===== src/rtl/ip_uart_rx_inst.sv =====
// ip_uart_rx_inst
// Z80 I/O-mapped 8N1 UART receiver with a receive FIFO.
//
// Serial bytes arriving on uart_rx are framed by a small RX state machine
// and pushed into a circular FIFO. The CPU reads two I/O ports:
//   io_address     status: {4'b0, ferr, ovr, full, not_empty}
//   io_address + 1 data  : FIFO head (8'hFF when empty), popped at end of access
//
// Handshake: an access is active while !iorq_n && !rd_n && a matches a port.
// q_en rises one clk after the access starts and falls one clk after it ends.
// q is valid whenever q_en is high, and is 8'h00 otherwise.
// A data read pops exactly once, on the clk where the access ends.
// A status read clears ovr/ferr on that same clk. A new event wins over the clear.
//
// Ports:
//   clk      system clock, rising edge
//   reset_n  asynchronous active-low reset
//   iorq_n   Z80 I/O request (active low)
//   rd_n     Z80 read strobe (active low)
//   a        Z80 address, low byte
//   q        read data toward the bus
//   q_en     high while q must drive the bus
//   uart_rx  serial input, idle high, asynchronous to clk
module ip_uart_rx_inst #(
    parameter int          clk_freq        = 86400000,
    parameter int          uart_freq       = 115200,
    parameter logic [7:0]  io_address      = 8'h10,
    parameter int          fifo_depth_log2 = 4
) (
    input  logic       clk,
    input  logic       reset_n,
    input  logic       iorq_n,
    input  logic       rd_n,
    input  logic [7:0] a,
    output logic [7:0] q,
    output logic       q_en,
    input  logic       uart_rx
);

    localparam int BIT_PERIOD  = clk_freq / uart_freq;
    localparam int HALF_PERIOD = BIT_PERIOD / 2;
    localparam int TW          = $clog2(BIT_PERIOD);
    localparam int DEPTH       = 1 << fifo_depth_log2;
    localparam logic [TW-1:0] BIT_LOAD  = TW'(BIT_PERIOD - 1);
    localparam logic [TW-1:0] HALF_LOAD = TW'(HALF_PERIOD - 1);
    localparam logic [7:0]    DATA_ADDR = io_address + 8'd1;

    typedef enum logic [1:0] {IDLE, START, DATA, STOP} rx_state_t;

    // ---------------- input synchroniser + edge detect ----------------
    logic sync1, sync2, rx_prev;
    logic rx_s, rx_fall;

    always_ff @(posedge clk or negedge reset_n) begin
        if (!reset_n) begin
            sync1   <= 1'b1;
            sync2   <= 1'b1;
            rx_prev <= 1'b1;
        end else begin
            sync1   <= uart_rx;
            sync2   <= sync1;
            rx_prev <= sync2;
        end
    end

    assign rx_s    = sync2;
    assign rx_fall = rx_prev & ~rx_s;

    // ---------------- RX state machine ----------------
    rx_state_t     state, state_d;
    logic [TW-1:0] timer, timer_d;
    logic [7:0]    shreg, shreg_d;
    logic [2:0]    bitcnt, bitcnt_d;
    logic          armed, armed_d;   // low after a framing error until the line idles high
    logic          frame_ok, frame_bad;

    always_ff @(posedge clk or negedge reset_n) begin
        if (!reset_n) begin
            state  <= IDLE;
            timer  <= '0;
            shreg  <= '0;
            bitcnt <= '0;
            armed  <= 1'b1;
        end else begin
            state  <= state_d;
            timer  <= timer_d;
            shreg  <= shreg_d;
            bitcnt <= bitcnt_d;
            armed  <= armed_d;
        end
    end

    always_comb begin
        state_d   = state;
        timer_d   = timer;
        shreg_d   = shreg;
        bitcnt_d  = bitcnt;
        armed_d   = armed;
        frame_ok  = 1'b0;
        frame_bad = 1'b0;
        case (state)
            IDLE: begin
                if (rx_s) armed_d = 1'b1;
                if (armed && rx_fall) begin
                    timer_d = HALF_LOAD;
                    state_d = START;
                end
            end
            START: begin
                if (timer != '0) begin
                    timer_d = timer - 1'b1;
                end else if (!rx_s) begin
                    timer_d  = BIT_LOAD;
                    bitcnt_d = '0;
                    state_d  = DATA;
                end else begin
                    state_d = IDLE;          // glitch, not a start bit
                end
            end
            DATA: begin
                if (timer != '0) begin
                    timer_d = timer - 1'b1;
                end else begin
                    shreg_d  = {rx_s, shreg[7:1]};
                    timer_d  = BIT_LOAD;
                    bitcnt_d = bitcnt + 3'd1;
                    if (bitcnt == 3'd7) state_d = STOP;
                end
            end
            STOP: begin
                if (timer != '0) begin
                    timer_d = timer - 1'b1;
                end else begin
                    state_d = IDLE;
                    if (rx_s) begin
                        frame_ok = 1'b1;
                    end else begin
                        frame_bad = 1'b1;
                        armed_d   = 1'b0;
                    end
                end
            end
            default: state_d = IDLE;
        endcase
    end

    // ---------------- I/O decode ----------------
    logic acc_st, acc_dt, acc_st_q, acc_dt_q, dt_hit;
    logic st_end, pop;

    assign acc_st = !iorq_n && !rd_n && (a == io_address);
    assign acc_dt = !iorq_n && !rd_n && (a == DATA_ADDR);
    assign st_end = acc_st_q && !acc_st;
    // dt_hit remembers whether the access saw data, so an empty read never pops
    assign pop    = acc_dt_q && !acc_dt && dt_hit;

    // ---------------- FIFO ----------------
    logic [7:0]               mem [DEPTH];
    logic [fifo_depth_log2:0] wptr, rptr;
    logic                     full, empty, push, ovr_set;
    logic                     ovr, ferr;
    logic [7:0]               status;

    assign empty   = (wptr == rptr);
    assign full    = (wptr[fifo_depth_log2] != rptr[fifo_depth_log2]) &&
                     (wptr[fifo_depth_log2-1:0] == rptr[fifo_depth_log2-1:0]);
    // a pop on the same clk frees a slot, so a full FIFO still accepts the byte
    assign push    = frame_ok && (!full || pop);
    assign ovr_set = frame_ok && full && !pop;
    assign status  = {4'b0000, ferr, ovr, full, !empty};

    always_ff @(posedge clk) begin
        if (push) mem[wptr[fifo_depth_log2-1:0]] <= shreg;
    end

    always_ff @(posedge clk or negedge reset_n) begin
        if (!reset_n) begin
            wptr     <= '0;
            rptr     <= '0;
            ovr      <= 1'b0;
            ferr     <= 1'b0;
            acc_st_q <= 1'b0;
            acc_dt_q <= 1'b0;
            dt_hit   <= 1'b0;
            q        <= 8'h00;
            q_en     <= 1'b0;
        end else begin
            if (push) wptr <= wptr + 1'b1;
            if (pop)  rptr <= rptr + 1'b1;
            ovr  <= ovr_set   | (ovr  & ~st_end);
            ferr <= frame_bad | (ferr & ~st_end);

            acc_st_q <= acc_st;
            acc_dt_q <= acc_dt;
            q_en     <= acc_st | acc_dt;

            if (acc_st) begin
                q <= status;
            end else if (acc_dt && !acc_dt_q) begin
                // data is captured once at the start and held for the access
                q      <= empty ? 8'hFF : mem[rptr[fifo_depth_log2-1:0]];
                dt_hit <= !empty;
            end else if (!acc_dt) begin
                q <= 8'h00;
            end
        end
    end

endmodule


===== config.mk =====
export PLATFORM = sky130hd
export DESIGN_NAME = ip_uart_rx_inst
export DESIGN_NICKNAME = d
export VERILOG_FILES = /design/src/rtl/ip_uart_rx_inst.sv
export SDC_FILE = /design/constraint.sdc
export NUM_CORES = 1
export LEC_CHECK = 0
export ABC_AREA = 1
export CAP_MARGIN = 15
export CORE_ASPECT_RATIO = 1.25
export CORE_MARGIN = 2
export CORE_UTILIZATION = 35
export DETAILED_ROUTE_END_ITERATION = 8
export PLACE_DENSITY_LB_ADDON = 0.3
export SETUP_SLACK_MARGIN = 0.15
export SYNTH_ARGS = -nofsm -noshare
export SYNTH_HDL_FRONTEND = slang
export SYNTH_SLANG_ARGS = --single-unit

===== constraint.sdc =====
create_clock -name clk -period 4.3 [get_ports clk]
set_input_delay 1.29 -clock clk [delete_from_list [all_inputs] [get_ports clk]]
set_output_delay 1.29 -clock clk [all_outputs]
set_load 0.05 [all_outputs]

==> impl_metrics.toml <==
[sta]
setup_viol = 0
finalMaxSlewViolations = 0
hold_viol = 0
worstMarginPinSlew_ns = 1.12
period_share_pct = 79.6
max-slew-margin-rel_pct = 25.1
tns_ns = 0
max_freq_mhz = 292
min_period_ns = 3.42
rsz0062_at_grt = "false"
finalClockSkew_ns = 0.00999

[pwr]
power.density_nw_per_um2 = 442
total_leakage_power_uw = 0.00375
irDropWorstVdd_uv = 355

[cts]
cts_num_sinks = 179
cts_resized = 0
root_buffer = "clkbuf_16"
cts-hold-fix-buffers = 0
path_clk_slew_ns = 0.06
cts.path.max_buffers = 2
insertion_delay_ns = 0.43
cts_max_level = 4
postCtsSetupRepairBufs = 0
cts_tree = "yes"
cts-buffers-inserted = 17

[detailed_routing]
drtIter0Drc = 371
routed_via_density = 4.82
wl_mm = 18.3
ant_nets = 0
drt-wirelength-per-cell_um = 16.2
drt-pass1-iter-count = 4
drcViolationCount = 0
dr_total_vias = 5437

[outcome]
status = "finished, final reports clean"

[layout]
multi_input_area_um2 = 2390
syn2layout_area_growth_pct = 12.7
drive_above_1_share_pct = 6.38
finalNonFillerCells = 1129
n_fill_cell = 2197
fin_util_pct = 40.3
antennaDiodeCount = 0
final_area_um2 = 9000
finalNetCount = 858
seqCellArea_um2 = 5130

[die]
dieArea_um2 = 24100
rows = 61
dieHeight_um = 173
ios = 22
floorplan.initialDensity_pct = 35.7
dieWidth_um = 139
coreArea_um2 = 22400

[grt]
gr-total-overflow = 0
first_global_vias = 5383
grt_max_degree = 65
grt.total_usage_pct = 15.9
grt_pass1_wl_mm = 29.4
antenna_found_initial = 0

[synth]
synth_nets = 837
synth_cells = 812
synthFlopType = "edfxtp_1"
ys_ff_latch = 179
synth_top_area_share_pct = 48.1
synth_commonest_cells = "226 x nand2_1, 128 x edfxtp_1, 88 x inv_1"
synth_cell_types = 34
synth.avg_cell_area_um2 = 9.84
synth.area.top_cells = "edfxtp_1 48%, dfrtp_1 15%, nand2_1 11%, nand3_1 4.2%, inv_1 4.1%"
synth_edf_count = 128
yosysSeqAreaShare_pct = 64.2
yosysWarnings = 0
synth_most_common_cell = "nand2_1"
mappedNetlistArea_um2 = 7990
synthArstFlopShare_pct = 28.5
synth_top_area_cell = "edfxtp_1"

[setup_path]
critPathMaxFanout = 13
crit_arrival_ns = 3.46
critPathKind = "input pin to register"
critPathRequiredTime_ns = 4.34
start_kind = "input pin"
rrSetupSlack_ns = 1.35
end_kind = "register"

[flow_run]
cap_violations = 0

[placement]
port_buffers = 21
place_area_um2 = 8470
dp_hpwl_mm = 12.3
dp_cells = 1097
routabilityCongestion = 0.820

[min_path]
worstHoldPathType = "register to register"
[per-stage QoR]
stage	worst slack (ns)	hold slack, ns	power, uW
global placement	0.479	0.346	2620
detailed placement	0.429	0.347	2630
finish	0.878	0.356	3980
CTS	0.883	0.357	4020
global route	0.681	0.362	4190
floorplan	1.33	0.345	2460
[worst paths after layout]
check	start	endpoint	cells past startpoint
setup / recovery	a[1]	mem[0][5]	7
hold / removal	sync1	rx_s	0
setup reg to reg	rptr[1]	mem[0][5]	9
hold reg to reg	sync1	rx_s	0
max in group asynchronous	reset_n	sync1	2
min in group asynchronous	reset_n	dt_hit	1
[state kept, by name, indices dropped and copies added (netlist names), named ones only]
name and count:
sync1 1, shreg 8, rptr 5, acc_dt_q 1, rx_s 1, state 1
mem 128, q 8, dt_hit 1, q_en 1, wptr 5, rx_prev 1
ferr 1, armed 1, ovr 1, acc_st_q 1, timer 10, bitcnt 3
[kinds of logic after synthesis]
logic type,after synthesis,synth area share [%]
adder cells (fa/ha/maj),12,1.88
AND/OR/NAND/NOR,411,21.4
XOR/XNOR,12,1.32
AO/OA/AOI/OAI,79,5.37
buffers and inverters,119,5.92
flip-flops,179,64.2
[cell type report]
class,count,area share (%)
inverter,95,3.96
clock inverter,11,0.903
clock buffer,21,5.00
timing repair buffer,26,2.70
multi-input combinational,514,26.6
tap,283,3.93
sequential,179,56.9
[worst max-delay path, stage by stage]
cell             delay, ns
clkdlybuf4s50_1       0.50
inv_1                 0.05
nand3_1               0.11
o211ai_1              0.17
nand2_2               0.18
nand2_2               0.24
nor3_1                0.92
[where the power goes]
group          switching, uW  internal, uW  total [uW]
combinational            398           202         599
clock                    644           757        1400
sequential              67.8          1910        1980
[routing by layer]
layer | wire length (um) | vias to the layer above | share of wire (%) | GRT usage [%]
met5 | 0 | - | 0 | 0
met4 | 307 | 0 | 1.7 | 4.92
met3 | 749 | 19 | 4.1 | 2.77
met2 | 9320 | 118 | 51 | 28.0
met1 | 7910 | 2589 | 43 | 19.9
li1 | - | 2711 | - | -
[cells in the final DEF (no fill, tap or decap), drive strengths merged]
| cell | Yosys | layout |
|---|---|---|
| clkbuf | 9 | 21 |
| clkinv | 2 | 8 |
| xor2 | 8 | 8 |
| dfstp | 4 | 4 |
| nor3 | 19 | 19 |
| inv | 93 | 95 |
| nor2 | 90 | 90 |
| a21oi | 15 | 15 |
| nand2 | 230 | 230 |
| clkdlybuf4s50 | 0 | 20 |
| clkinvlp | 0 | 3 |
| nand3b | 1 | 1 |
| a21o | 1 | 1 |
| ha | 12 | 12 |
| dfrtp | 47 | 47 |
| nor4 | 1 | 1 |
| o211ai | 9 | 9 |
| xnor2 | 4 | 4 |
| nand3 | 68 | 68 |
| a31oi | 1 | 1 |
| nand4 | 2 | 2 |
| o22ai | 6 | 6 |
| o21ai | 47 | 47 |
| buf | 15 | 6 |
| edfxtp | 128 | 128 |
Power figures use the tool's default switching activity.
